===== src/rtl/idelay_seq_pkg.sv =====
// Shared constants for the IDELAY tap sequencer: state encoding, default
// geometry and the masked-channel search used to walk channels in order.
package idelay_seq_pkg;

  localparam int DEF_NUM_CH = 4;
  localparam int DEF_TAP_W  = 5;
  localparam int MAX_CH     = 32;

  localparam logic [2:0] S_IDLE     = 3'd0;
  localparam logic [2:0] S_WAIT_RDY = 3'd1;
  localparam logic [2:0] S_LOAD     = 3'd2;
  localparam logic [2:0] S_SETTLE   = 3'd3;
  localparam logic [2:0] S_CHECK    = 3'd4;
  localparam logic [2:0] S_DWELL    = 3'd5;
  localparam logic [2:0] S_RESTORE  = 3'd6;
  localparam logic [2:0] S_DONE     = 3'd7;

  // Lowest set mask bit at index >= from; returns {found, index}.
  function automatic logic [5:0] next_masked(input logic [MAX_CH-1:0] mask,
                                             input logic [5:0]        from);
    logic [5:0] r;
    r = '0;
    for (int i = MAX_CH - 1; i >= 0; i--) begin
      if (mask[i] && (6'(i) >= from)) r = {1'b1, 5'(i)};
    end
    return r;
  endfunction

endpackage


===== src/rtl/idelay_tap_sequencer.sv =====
// Drives ldcnt/dicnt of io_delay_module: single-tap load with readback check,
// or a full 0..TAP_MAX sweep with per-step dwell followed by a restore pass.
module idelay_tap_sequencer
  import idelay_seq_pkg::*;
#(
  parameter int NUM_CH        = DEF_NUM_CH,
  parameter int TAP_W         = DEF_TAP_W,
  parameter int SETTLE_CYCLES = 4,
  parameter int DWELL_CYCLES  = 16,
  parameter int CNT_W         = 16
) (
  input  logic                    clk,
  input  logic                    resetb,
  input  logic                    rdy,
  input  logic                    start,
  input  logic                    mode,
  input  logic [NUM_CH-1:0]       ch_mask,
  input  logic [TAP_W-1:0]        tap_target,
  output logic                    busy,
  output logic                    done,
  output logic [NUM_CH-1:0]       err_ch,
  output logic                    err_rdy,
  output logic [NUM_CH-1:0]       ldcnt,
  output logic [NUM_CH*TAP_W-1:0] dicnt,
  input  logic [NUM_CH*TAP_W-1:0] docnt,
  output logic [TAP_W-1:0]        cur_tap,
  output logic                    step_stb,
  output logic [2:0]              dbg_state
);

  localparam logic [TAP_W-1:0] TAP_MAX = '1;

  logic [2:0]              state_q, state_d;
  logic                    mode_q, mode_d;
  logic [NUM_CH-1:0]       mask_q, mask_d;
  logic [TAP_W-1:0]        target_q, target_d;
  logic [4:0]              ch_q, ch_d;
  logic [TAP_W-1:0]        cur_tap_q, cur_tap_d;
  logic [CNT_W-1:0]        cnt_q, cnt_d;
  logic [NUM_CH-1:0]       err_ch_q, err_ch_d;
  logic                    err_rdy_q, err_rdy_d;
  logic [NUM_CH-1:0]       ldcnt_q, ldcnt_d;
  logic [NUM_CH*TAP_W-1:0] dicnt_q, dicnt_d;
  logic                    step_q, step_d;
  logic                    restore_q, restore_d;

  logic                    accept, do_load;
  logic [4:0]              load_ch;
  logic [TAP_W-1:0]        load_tap;
  logic                    src_mode;
  logic [NUM_CH-1:0]       src_mask;
  logic [TAP_W-1:0]        src_tap;
  logic [5:0]              first, nxt, first_src;

  // Handshake: start is a request sampled only in IDLE; busy acknowledges it
  // from the next cycle through DONE, and requests while busy are dropped.
  always_comb begin
    state_d   = state_q;
    mode_d    = mode_q;
    mask_d    = mask_q;
    target_d  = target_q;
    ch_d      = ch_q;
    cur_tap_d = cur_tap_q;
    cnt_d     = cnt_q;
    err_ch_d  = err_ch_q;
    err_rdy_d = err_rdy_q;
    ldcnt_d   = '0;
    dicnt_d   = dicnt_q;
    step_d    = 1'b0;
    restore_d = restore_q;
    accept    = 1'b0;
    do_load   = 1'b0;
    load_ch   = '0;
    load_tap  = cur_tap_q;
    src_mode  = mode_q;
    src_mask  = mask_q;
    src_tap   = target_q;
    first_src = '0;
    first     = next_masked(MAX_CH'(mask_q), 6'd0);
    nxt       = next_masked(MAX_CH'(mask_q), {1'b0, ch_q} + 6'd1);

    case (state_q)
      S_IDLE: begin
        if (start) begin
          mode_d   = mode;
          mask_d   = ch_mask;
          target_d = tap_target;
          src_mode = mode;
          src_mask = ch_mask;
          src_tap  = tap_target;
          if (rdy) accept = 1'b1;
          else     state_d = S_WAIT_RDY;
        end
      end
      S_WAIT_RDY: begin
        if (rdy) accept = 1'b1;
      end
      S_LOAD: begin
        state_d = S_SETTLE;
        cnt_d   = CNT_W'(SETTLE_CYCLES - 1);
      end
      S_SETTLE: begin
        if (cnt_q == '0) state_d = S_CHECK;
        else             cnt_d   = cnt_q - 1'b1;
      end
      S_CHECK: begin
        if (docnt[int'(ch_q)*TAP_W +: TAP_W] != cur_tap_q)
          err_ch_d = err_ch_q | (NUM_CH'(1) << ch_q);
        if (nxt[5]) begin
          do_load = 1'b1;
          load_ch = nxt[4:0];
        end else if (!mode_q || restore_q) begin
          state_d = S_DONE;
        end else begin
          state_d = S_DWELL;
          cnt_d   = CNT_W'(DWELL_CYCLES - 1);
          step_d  = 1'b1;
        end
      end
      S_DWELL: begin
        if (cnt_q != '0) begin
          cnt_d = cnt_q - 1'b1;
        end else if (cur_tap_q == TAP_MAX) begin
          // The sweep ends at TAP_MAX; the restore pass reapplies the target.
          cur_tap_d = target_q;
          restore_d = 1'b1;
          state_d   = S_RESTORE;
        end else begin
          cur_tap_d = cur_tap_q + TAP_W'(1);
          do_load   = 1'b1;
          load_ch   = first[4:0];
          load_tap  = cur_tap_q + TAP_W'(1);
        end
      end
      S_RESTORE: begin
        do_load = 1'b1;
        load_ch = first[4:0];
      end
      default: begin
        state_d = S_IDLE;
      end
    endcase

    if (accept) begin
      err_ch_d  = '0;
      err_rdy_d = 1'b0;
      restore_d = 1'b0;
      cur_tap_d = src_mode ? '0 : src_tap;
      first_src = next_masked(MAX_CH'(src_mask), 6'd0);
      if (first_src[5]) begin
        do_load  = 1'b1;
        load_ch  = first_src[4:0];
        load_tap = src_mode ? '0 : src_tap;
      end else begin
        state_d = S_DONE;
      end
    end

    // Losing IDELAYCTRL ready aborts the operation; dicnt keeps its values.
    if (!rdy && (state_q inside {S_LOAD, S_SETTLE, S_CHECK, S_DWELL, S_RESTORE})) begin
      state_d   = S_DONE;
      err_rdy_d = 1'b1;
      err_ch_d  = err_ch_q;
      cur_tap_d = cur_tap_q;
      restore_d = restore_q;
      cnt_d     = cnt_q;
      step_d    = 1'b0;
      do_load   = 1'b0;
    end

    if (do_load) begin
      state_d = S_LOAD;
      ch_d    = load_ch;
      ldcnt_d = NUM_CH'(1) << load_ch;
      dicnt_d[int'(load_ch)*TAP_W +: TAP_W] = load_tap;
    end
  end

  always_ff @(posedge clk or negedge resetb) begin
    if (!resetb) begin
      state_q   <= S_IDLE;
      mode_q    <= 1'b0;
      mask_q    <= '0;
      target_q  <= '0;
      ch_q      <= '0;
      cur_tap_q <= '0;
      cnt_q     <= '0;
      err_ch_q  <= '0;
      err_rdy_q <= 1'b0;
      ldcnt_q   <= '0;
      dicnt_q   <= '0;
      step_q    <= 1'b0;
      restore_q <= 1'b0;
    end else begin
      state_q   <= state_d;
      mode_q    <= mode_d;
      mask_q    <= mask_d;
      target_q  <= target_d;
      ch_q      <= ch_d;
      cur_tap_q <= cur_tap_d;
      cnt_q     <= cnt_d;
      err_ch_q  <= err_ch_d;
      err_rdy_q <= err_rdy_d;
      ldcnt_q   <= ldcnt_d;
      dicnt_q   <= dicnt_d;
      step_q    <= step_d;
      restore_q <= restore_d;
    end
  end

  // A strobe already in flight is suppressed the moment ready drops.
  assign ldcnt     = rdy ? ldcnt_q : '0;
  assign busy      = (state_q != S_IDLE);
  assign done      = (state_q == S_DONE);
  assign err_ch    = err_ch_q;
  assign err_rdy   = err_rdy_q;
  assign dicnt     = dicnt_q;
  assign cur_tap   = cur_tap_q;
  assign step_stb  = step_q;
  assign dbg_state = state_q;

endmodule


===== config.mk =====
export PLATFORM = sky130hd
export DESIGN_NAME = idelay_tap_sequencer
export DESIGN_NICKNAME = d
export VERILOG_FILES = /design/src/rtl/idelay_seq_pkg.sv /design/src/rtl/idelay_tap_sequencer.sv
export SDC_FILE = /design/constraint.sdc
export NUM_CORES = 1
export LEC_CHECK = 0
export CORE_MARGIN = 2
export CORE_UTILIZATION = 50
export CTS_CLUSTER_SIZE = 25
export DETAILED_ROUTE_END_ITERATION = 7
export DONT_BUFFER_PORTS = 1
export PLACE_DENSITY = 0.65
export RECOVER_POWER = 50
export SETUP_SLACK_MARGIN = 0.2
export SYNTH_ARGS = -nofsm -noshare
export SYNTH_HDL_FRONTEND = slang
export SYNTH_SLANG_ARGS = --single-unit

===== constraint.sdc =====
create_clock -name clk -period 4 [get_ports clk]
set_input_delay 0.4 -clock clk [delete_from_list [all_inputs] [get_ports clk]]
set_output_delay 0.4 -clock clk [all_outputs]
set_load 0.02 [all_outputs]

==> flow_summary.yaml <==
placement:
  gp_congestion: 0.901
  place_ws_ns: 0.247
  placed_cell_area_um2: 4120
  port_buffers: 0
  hpwl_mm: 7.32
pwr:
  power_density_nw_per_um2: 777
  leakagePower_nw: 1.92
  peakVddDrop_mv: 0.380
  power_mw: 3.40
layout:
  fill_cells: 719
  area_delta_synth_final_pct: 9.01
  fin_nets: 479
  diodes: 0
  final_layout_size_suffix_gt1_share_pct: 12.7
  fin_area_um2: 4370
logic_synthesis:
  synth_edf_count: 0
  synth_seq_area_share_pct: 41.8
  synth-seq-cells: 67
  ys_warn_count: 0
  async_flop_share_pct: 100
  syn_area_um2: 4010
  syn_inst: 434
  synth_cell_types: 65
  synth_nets: 476
  synthFlopType: "dfrtp_1"
  syn_avg_cell_area_um2: 9.24
clocking:
  clock_latency_ns: 0.36
  cts_buffers: 9
  clk_pin_slew_ns: 0.08
  h-tree-depth: 3
  clockBufferDepth: 2
  cts_sinks: 67
  cts_root_buf: "clkbuf_8"
  cts_tree: "built"
sta:
  worst_clock_skew_ns: 0.0150
  report.final.slew_viol_count: 68
  period_share_pct: 89.8
  rsz0062_at_grt: "false"
  fin_ws_ns: 0.407
  fin_crit_ns: 3.59
  slew_headroom_pct: -11.0
  tightest_slew_ns: 1.67
  finalSetupTns_ns: 0
  final_hold_viol_count: 0
  whs_ns: 0.144
  max_freq_ghz: 0.278
  final-setup-viol-count: 0
drt:
  drc: 0
  drt-met1-wl_mm: 4.52
  met2WireLength_mm: 4.83
  met3_length_um: 665
  drt_iter0_markers: 268
  wirelength_mm: 10.3
  drt_first_pass_iters: 5
  vias: 3353
  topRoutingLayerUsed: "met4"
  vias_per_cell: 6.16
  routedWlPerCell_um: 18.9
  ant_nets: 0
floorplan:
  die_h_um: 93.6
  rows: 32
  fp.coreArea_um2: 7770
  die-area_um2: 8760
  pin_count: 74
  fp.dieW_um: 93.6
  initial_core_util_pct: 51.6
global_routing:
  overflow: 0
  antenna_found_initial: 0
  grt_max_degree: 68
  grt_pass1_wl_mm: 16.5
  grt_usage_pct: 24.6
  grt_pass1_vias: 3172
flow_run:
  drv_cap: 1
worst_setup_path:
  cp-start-kind: "register"
  crit_path_end_kind: "register"
  path_max_fanout: 6
  path_class: "reg2reg"
  crit_arrival_ns: 3.88
  critPathRequiredTime_ns: 4.29
status:
  status: "finished with violations"
  violations: "max-capacitance violations, max-slew violations"
min_path:
  hold_class: "in2reg"
cells in the mapped netlist (3+ instances only):
cell type | instances | area [µm²]
a22o_1 | 10 | 87.6
a31oi_1 | 9 | 56.3
o2bb2ai_1 | 7 | 61.3
ha_1 | 8 | 100
o21ai_0 | 34 | 170
o31ai_1 | 9 | 67.6
mux4_2 | 5 | 113
nor2_1 | 34 | 128
or4_1 | 4 | 30.0
inv_1 | 17 | 63.8
nand2_1 | 58 | 218
dfrtp_1 | 67 | 1680
mux2_2 | 3 | 33.8
and2_1 | 9 | 56.3
nor3_1 | 11 | 55.1
nand4_1 | 4 | 25.0
a21oi_1 | 17 | 85.1
xnor2_1 | 6 | 52.6
mux2i_1 | 5 | 50.1
nor2b_1 | 7 | 43.8
o211ai_1 | 3 | 22.5
nand2b_1 | 4 | 25.0
nor3b_1 | 6 | 45.0
xor2_1 | 7 | 61.3
nand3_1 | 5 | 25.0
buf_6 | 4 | 45.0
nand2_4 | 3 | 33.8
or3_1 | 8 | 50.1
clkbuf_1 | 17 | 63.8
nor4_1 | 7 | 43.8
layout by cell type, fill, tap and decap left out, types with 4 or more instances in the layout:
| cell type | Yosys | routed |
|---|---|---|
| dfrtp_1 | 67 | 67 |
| nand2_1 | 58 | 58 |
| o21ai_0 | 34 | 34 |
| nor2_1 | 34 | 34 |
| inv_1 | 17 | 17 |
| a21oi_1 | 17 | 17 |
| buf_4 | 0 | 13 |
| nor3_1 | 11 | 11 |
| a22o_1 | 10 | 10 |
| and2_1 | 9 | 9 |
| a31oi_1 | 9 | 9 |
| o31ai_1 | 9 | 9 |
| clkbuf_8 | 0 | 9 |
| or3_1 | 8 | 8 |
| nor2b_1 | 7 | 7 |
| o2bb2ai_1 | 7 | 7 |
| nor4_1 | 7 | 7 |
| xor2_1 | 7 | 7 |
| xnor2_1 | 6 | 6 |
| ha_1 | 8 | 6 |
| mux2i_1 | 5 | 5 |
| nor3b_1 | 6 | 5 |
| nand3_1 | 5 | 5 |
| mux4_2 | 5 | 5 |
| or4_1 | 4 | 4 |
| nand2b_1 | 4 | 4 |
| nand4_1 | 4 | 4 |
flip-flops by register name (all words and copies together), names as in the netlist, 2 cells and up:
name	flops
ch_q	2
cnt_q	16
cur_tap	5
dbg_state	3
dicnt	20
err_ch	4
ldcnt_q	4
mask_q	4
target_q	5
area by class of cell:
class	count	area, µm²	area share, %
flip-flops and latches	67	1680	38.3
repair buffers	15	113	2.58
inverters	17	63.8	1.46
well taps	102	128	2.92
clock buffers	9	124	2.83
multi-input cells	327	2180	50.0
clock inverters	7	83.8	1.92
cell families after synthesis:
logic type	share of synthesized area, %
AOI/OAI and AO/OA	19.0
xor gates and xnor gates	2.84
adders and majority gates	2.50
buffers and inverters	4.55
DFF	41.8
muxes	4.90
and+or+nand+nor	24.4
worst max-delay path, stage by stage (launching register included):
cell	delay (ns)
dfrtp_1	0.42
inv_1	0.08
ha_2	0.22
or3b_2	0.48
or4_4	0.60
o21ai_4	0.21
nand3b_1	0.10
a22o_1	0.32
ha_4	0.31
nor3b_4	0.20
nand2_1	0.10
or3_1	0.33
o2bb2ai_1	0.14
report_power, final:
part,internal (mW),switching (mW)
clock,0.299,0.305
combinational,0.597,0.974
sequential,0.884,0.340
total,1.78,1.62
metrics by stage:
| step | util (%) | std cells |
|---|---|---|
| after floorplan | - | 434 |
| after global placement | 53.0 | 525 |
| after detailed placement | 53.0 | 525 |
| after global routing | 56.3 | 544 |
| after CTS | 56.2 | 543 |
| final | 56.3 | 544 |
worst paths after layout:
kind	start	end	slack [ns]	cells past startpoint
worst max register to register	cnt_q[0]	dicnt[11]	0.41	12
max in group asynchronous	resetb	cur_tap[2]	1.96	2
worst min register to register	target_q[0]	target_q[0]	0.51	2
worst max-delay path	cnt_q[0]	dicnt[11]	0.41	12
min in group asynchronous	resetb	ldcnt_q[0]	0.99	2
worst min-delay path	tap_target[3]	target_q[3]	0.14	2
repair_timing:
item                                    4_1_cts  5_1_grt
endpoints found under the setup margin        0        5
buffers inserted                              0        1
gates resized for setup                       0        4
hold endpoints to repair                     67        0
hold buffers                                  2        0
routing by layer:
| layer | vias up | GRT usage [%] |
|---|---|---|
| li1 | 1593 | - |
| met1 | 1600 | 34.3 |
| met2 | 139 | 37.5 |
| met3 | 21 | 5.32 |
| met4 | 0 | 9.66 |
| met5 | - | 0 |
(Power assumes the default switching activity.)
